[src/rtl/uart_axil_tx_feeder.sv]
// uart_axil_tx_feeder: AXI-Lite master that writes a byte stream into the UART
// TX data register, one single-beat write per byte, and counts error responses.
// Optional feature macro: UART_AXIL_TX_POLL_EN. When defined, each byte is gated
// by polling the UART status register until the TX-FIFO-full flag reads clear.
module uart_axil_tx_feeder #(
  parameter int                    DATA_WIDTH  = 32,
  parameter int                    ADDR_WIDTH  = 32,
  parameter logic [ADDR_WIDTH-1:0] TXDATA_ADDR = 32'h0,
  parameter logic [ADDR_WIDTH-1:0] STATUS_ADDR = 32'h8,
  parameter int                    TX_FULL_BIT = 1,
  parameter int                    POLL_GAP    = 4
) (
  input  logic                    clk,
  input  logic                    rst,
  input  logic [7:0]              s_tdata,
  input  logic                    s_tvalid,
  output logic                    s_tready,
  output logic [ADDR_WIDTH-1:0]   awaddr,
  output logic                    awvalid,
  input  logic                    awready,
  output logic [DATA_WIDTH-1:0]   wdata,
  output logic [DATA_WIDTH/8-1:0] wstrb,
  output logic                    wvalid,
  input  logic                    wready,
  input  logic [1:0]              bresp,
  input  logic                    bvalid,
  output logic                    bready,
  output logic [ADDR_WIDTH-1:0]   araddr,
  output logic                    arvalid,
  input  logic                    arready,
  input  logic [DATA_WIDTH-1:0]   rdata,
  input  logic [1:0]              rresp,
  input  logic                    rvalid,
  output logic                    rready,
  output logic                    busy,
  output logic [7:0]              err_count
);

  localparam logic [DATA_WIDTH/8-1:0] STRB_BYTE0 = {{(DATA_WIDTH/8-1){1'b0}}, 1'b1};
  localparam logic [7:0]              ERR_MAX    = 8'hFF;

  typedef enum logic [2:0] {
    IDLE = 3'd0,
`ifdef UART_AXIL_TX_POLL_EN
    AR   = 3'd1,
    R    = 3'd2,
    GAP  = 3'd3,
`endif
    WR   = 3'd4,
    B    = 3'd5
  } state_t;

  state_t     state;
  logic [7:0] byte_reg;
  logic       aw_done;
  logic       w_done;
  logic       aw_hs;
  logic       w_hs;

  assign aw_hs = awvalid && awready;
  assign w_hs  = wvalid && wready;

`ifdef UART_AXIL_TX_POLL_EN
  localparam logic [7:0] GAP_LOAD = 8'(POLL_GAP - 1);
  logic [7:0] gap_cnt;
  logic       unused_rdata;
  // only the full flag of the status word matters
  assign unused_rdata = ^rdata;
`else
  logic unused_poll;
  // read channels are idle without polling
  assign araddr  = '0;
  assign arvalid = 1'b0;
  assign rready  = 1'b0;
  assign unused_poll = ^{arready, rdata, rresp, rvalid, byte_reg,
                         STATUS_ADDR, TX_FULL_BIT, POLL_GAP};
`endif

  // Transaction sequencer: every bus output is a register updated on transitions
  always_ff @(posedge clk or posedge rst) begin
    if (rst) begin
      state     <= IDLE;
      s_tready  <= 1'b0;
      busy      <= 1'b0;
      byte_reg  <= '0;
      awaddr    <= '0;
      awvalid   <= 1'b0;
      wdata     <= '0;
      wstrb     <= '0;
      wvalid    <= 1'b0;
      aw_done   <= 1'b0;
      w_done    <= 1'b0;
      bready    <= 1'b0;
      err_count <= '0;
`ifdef UART_AXIL_TX_POLL_EN
      araddr    <= '0;
      arvalid   <= 1'b0;
      rready    <= 1'b0;
      gap_cnt   <= '0;
`endif
    end else begin
      case (state)
        IDLE: begin
          s_tready <= 1'b1;
          if (s_tvalid && s_tready) begin
            s_tready <= 1'b0;
            busy     <= 1'b1;
            byte_reg <= s_tdata;
`ifdef UART_AXIL_TX_POLL_EN
            state    <= AR;
            arvalid  <= 1'b1;
            araddr   <= STATUS_ADDR;
`else
            state    <= WR;
            awvalid  <= 1'b1;
            wvalid   <= 1'b1;
            awaddr   <= TXDATA_ADDR;
            wdata    <= {{(DATA_WIDTH-8){1'b0}}, s_tdata};
            wstrb    <= STRB_BYTE0;
            aw_done  <= 1'b0;
            w_done   <= 1'b0;
`endif
          end
        end
`ifdef UART_AXIL_TX_POLL_EN
        AR: begin
          if (arready) begin
            arvalid <= 1'b0;
            rready  <= 1'b1;
            state   <= R;
          end
        end
        R: begin
          if (rvalid) begin
            rready <= 1'b0;
            // an errored status read is treated as "FIFO full" and retried
            if (rresp != 2'b00 || rdata[TX_FULL_BIT]) begin
              if (rresp != 2'b00 && err_count != ERR_MAX) err_count <= err_count + 8'd1;
              gap_cnt <= GAP_LOAD;
              state   <= GAP;
            end else begin
              state   <= WR;
              awvalid <= 1'b1;
              wvalid  <= 1'b1;
              awaddr  <= TXDATA_ADDR;
              wdata   <= {{(DATA_WIDTH-8){1'b0}}, byte_reg};
              wstrb   <= STRB_BYTE0;
              aw_done <= 1'b0;
              w_done  <= 1'b0;
            end
          end
        end
        GAP: begin
          if (gap_cnt == 8'd0) begin
            state   <= AR;
            arvalid <= 1'b1;
          end else begin
            gap_cnt <= gap_cnt - 8'd1;
          end
        end
`endif
        WR: begin
          if (aw_hs) begin
            awvalid <= 1'b0;
            aw_done <= 1'b1;
          end
          if (w_hs) begin
            wvalid <= 1'b0;
            w_done <= 1'b1;
          end
          // both channels may complete in the same cycle
          if ((aw_done || aw_hs) && (w_done || w_hs)) begin
            bready <= 1'b1;
            state  <= B;
          end
        end
        B: begin
          if (bvalid) begin
            bready   <= 1'b0;
            // a failed write is counted but never retried
            if (bresp != 2'b00 && err_count != ERR_MAX) err_count <= err_count + 8'd1;
            state    <= IDLE;
            s_tready <= 1'b1;
            busy     <= 1'b0;
          end
        end
        default: begin
          state    <= IDLE;
          s_tready <= 1'b0;
          busy     <= 1'b0;
          awvalid  <= 1'b0;
          wvalid   <= 1'b0;
          bready   <= 1'b0;
        end
      endcase
    end
  end

endmodule

[config.mk]
export PLATFORM = sky130hd
export DESIGN_NAME = uart_axil_tx_feeder
export DESIGN_NICKNAME = d
export VERILOG_FILES = /design/src/rtl/uart_axil_tx_feeder.sv
export SDC_FILE = /design/constraint.sdc
export NUM_CORES = 1
export LEC_CHECK = 0
export ABC_AREA = 1
export BUFFER_PORTS_ARGS = -buffer_cell sky130_fd_sc_hd__buf_4
export CORE_ASPECT_RATIO = 0.75
export CORE_MARGIN = 2
export CORE_UTILIZATION = 39
export CTS_CLUSTER_SIZE = 10
export DETAILED_ROUTE_END_ITERATION = 7
export PLACE_DENSITY = 0.81
export SLEW_MARGIN = 25
export SYNTH_ARGS = -nofsm -noshare
export SYNTH_HDL_FRONTEND = slang
export SYNTH_SLANG_ARGS = --single-unit
[constraint.sdc]
create_clock -name clk -period 1.7 [get_ports clk]
set_clock_uncertainty 0.15 [all_clocks]
set_input_delay 0.255 -clock clk [delete_from_list [all_inputs] [get_ports clk]]
set_output_delay 0.255 -clock clk [all_outputs]
set_load 0.01 [all_outputs]
==> summary.txt <==
Layout Nets = 348
DIE HEIGHT = 66.4 um
Port Buffer Count = 37
initial antenna violation count = 0
final instance area = 2100 um2
Post-Layout Cell Count = 350
reg2reg start = state[0]
Initial Util = 40.9%
worst skew pair latency = 260 ps
Die Span X = 87.2 um
Worst EP arrival = 1630 ps
Register Area = 651 um2
CP Class = reg2reg
fin crit share = 95.9%
EDFF count, synth = 0
worst-path maximum fanout = 11
hold depth = 2
sequential share of the synthesized area = 32.1%
Post-Synthesis Cells = 247
internal power = 1630 uW
P_sw = 1070 uW
P per Cell Area = 1290 nW/um2
post-layout util = 42.3%
Vias = 1,353
Yosys top cell by area = buf_4
number of DRC markers in iteration 0 = 44
Mapped Area = 2030 um2
crit path cell chain = inv_1 > ha_1 > nand3_2 > mux2_4
Highest Clock Rate = 614 MHz
CP endpoint kind = register
GRT Overall Usage = 10.1%
r2r setup slk = 70 ps
status = completed
DP Area = 2040 um2
top_reg_cell synth = dfrtp_1
top-count cell post-synth = buf_4
clk slew on worst S/H paths = 80 ps
first-pass GRT wire length = 4740 um
RSZ-0062 raised after global routing = yes
final setup fails = 0
Largest regs = err_count (8), wdata (8), state (2)
critical path's largest stage delay = 390 ps
share of layout cells above drive strength 1 = 19.3%
remaining global-route overflow = 0
Max Cap Viol = 0
# fillers = 499
diode count = 0
final wirelength = 3180 um
CP max-delay cell = dfrtp_1
vias in the first global route = 1,100
clock power share = 12.4%
DR pass1 iterations = 4
Flop pwr share = 37.5%
routed vias/inst = 3.87
CTS root buf = clkbuf_8
HP Start = s_tdata[5]
max-slew violations = 0
Worst R2R End = wdata[4]
FF+latch count, synth = 26
Worst Path Required = 1700 ps
Final Wtd Congestion = 0.806
synth top area cells = buf_4 (34%), dfrtp_1 (32%), nand2_1 (11%), mux2_4 (5.2%), inv_1 (3.2%)
Routed Antenna Nets = 0
CTS Sinks = 26
Static Leakage = 0.00123 uW
async set-reset flop share out of synthesis = 100%
yosys warns = 0
CTS H-tree depth = 1
combinational share of power = 50.1%
top-area cell type share of the netlist area = 34.5%
worst vdd ir = 801 uV
Core Area = 4950 um2
largest net degree at the start of global routing = 18
CTS Buf Count = 3
FP Rows = 22
setup bufs post-CTS = 0
Distinct cells, synth = 21
Worst R2R Path Depth = 4
Placed Cells = 346
PostCTS Resize Cnt = 0
top cells by count, synth = buf_4 (93), nand2_1 (58), dfrtp_1 (26)
final hold vios = 0
Hold EP = wdata[5]
CP Launch Type = register
HPWL Detailed = 2630 um
min Tclk post-route = 1630 ps
WL/cell = 9.09 um
CTS tree = yes
Mean Syn Cell Area = 8.20 um2
Top delay family on crit path = flip-flops
Bufs on Longest Clock Path = 2
switch share = 39.5%
footprint of the multi-input gates = 947 um2
area added between synthesis and finish = 3.46%
Worst Path Buf+Inv = 1
DRC violations left = 0
Worst Hold Class = in2reg
die area = 5790 um2
IO Count = 167
power by group through the flow:
stage               sequential [uW]  clock, uW  combinational (uW)
floorplan                      1080          0                 936
global placement               1010          0                1320
detailed placement             1020          0                1360
CTS                            1010        346                1360
global route                   1040        369                1520
finish                         1010        335                1350
area by class of cell:
class,count,share of cell area [%]
Multi-Input combinational cell,202,45.2
Sequential cell,26,31.0
Timing Repair Buffer,42,15.2
Tap cell,60,3.58
Inverter,17,3.04
Clock buffer,3,1.97
per-stage QoR:
stage	hold WS, ps	TNS, ps	power [uW]	setup WS (ps)
detailed placement	115	0	2380	47.9
finish	67.5	0	2700	70.2
global route	62.4	-106	2930	-16.0
floorplan	145	0	2020	179
CTS	62.4	0	2720	38.9
global placement	101	0	2330	75.1
metal layers:
metal / share of wire [%] / GRT usage [%]
met5: 0 / 0
met4: 1.9 / 4.23
met3: 4.9 / 0.499
met2: 52 / 17.7
met1: 41 / 12.9
placed cells by master, fill, tap and decap left out, types with 3 or more instances in the layout:
master	n
conb_1	93
nand2_1	58
buf_4	41
dfrtp_1	26
inv_1	17
nor2_1	12
o21ai_0	7
mux2_4	7
nand3_1	4
a21oi_1	4
ha_1	4
clkbuf_8	3
worst max path at each step:
stage / from / to / slack, ps / cells after the start
floorplan: state[0] / wdata[0] / 180 / 5
global placement: state[0] / wdata[4] / 80 / 4
detailed placement: state[2] / wdata[0] / 50 / 4
CTS: state[0] / wdata[4] / 40 / 4
global route: state[2] / wdata[5] / -20 / 4
finish: state[0] / wdata[4] / 70 / 4
logic make-up (layout without fill, tap and decap cells):
kind of cell,Yosys count,in the layout,share of synthesized area [%]
buffers and inverters,111,62,38.2
other,1,93,0.185
AOI/OAI and AO/OA,12,12,3.09
adders and majority gates,4,4,2.47
muxes,8,8,5.74
DFF,26,26,32.1
xor gates and xnor gates,3,3,1.30
and+or+nand+nor,82,82,16.9
timing repair:
item | CTS | global route
hold buffers | 1 | 0
endpoints found under the setup margin | 0 | 8
hold endpoints to repair | 9 | 0
(Power assumes the default switching activity.)
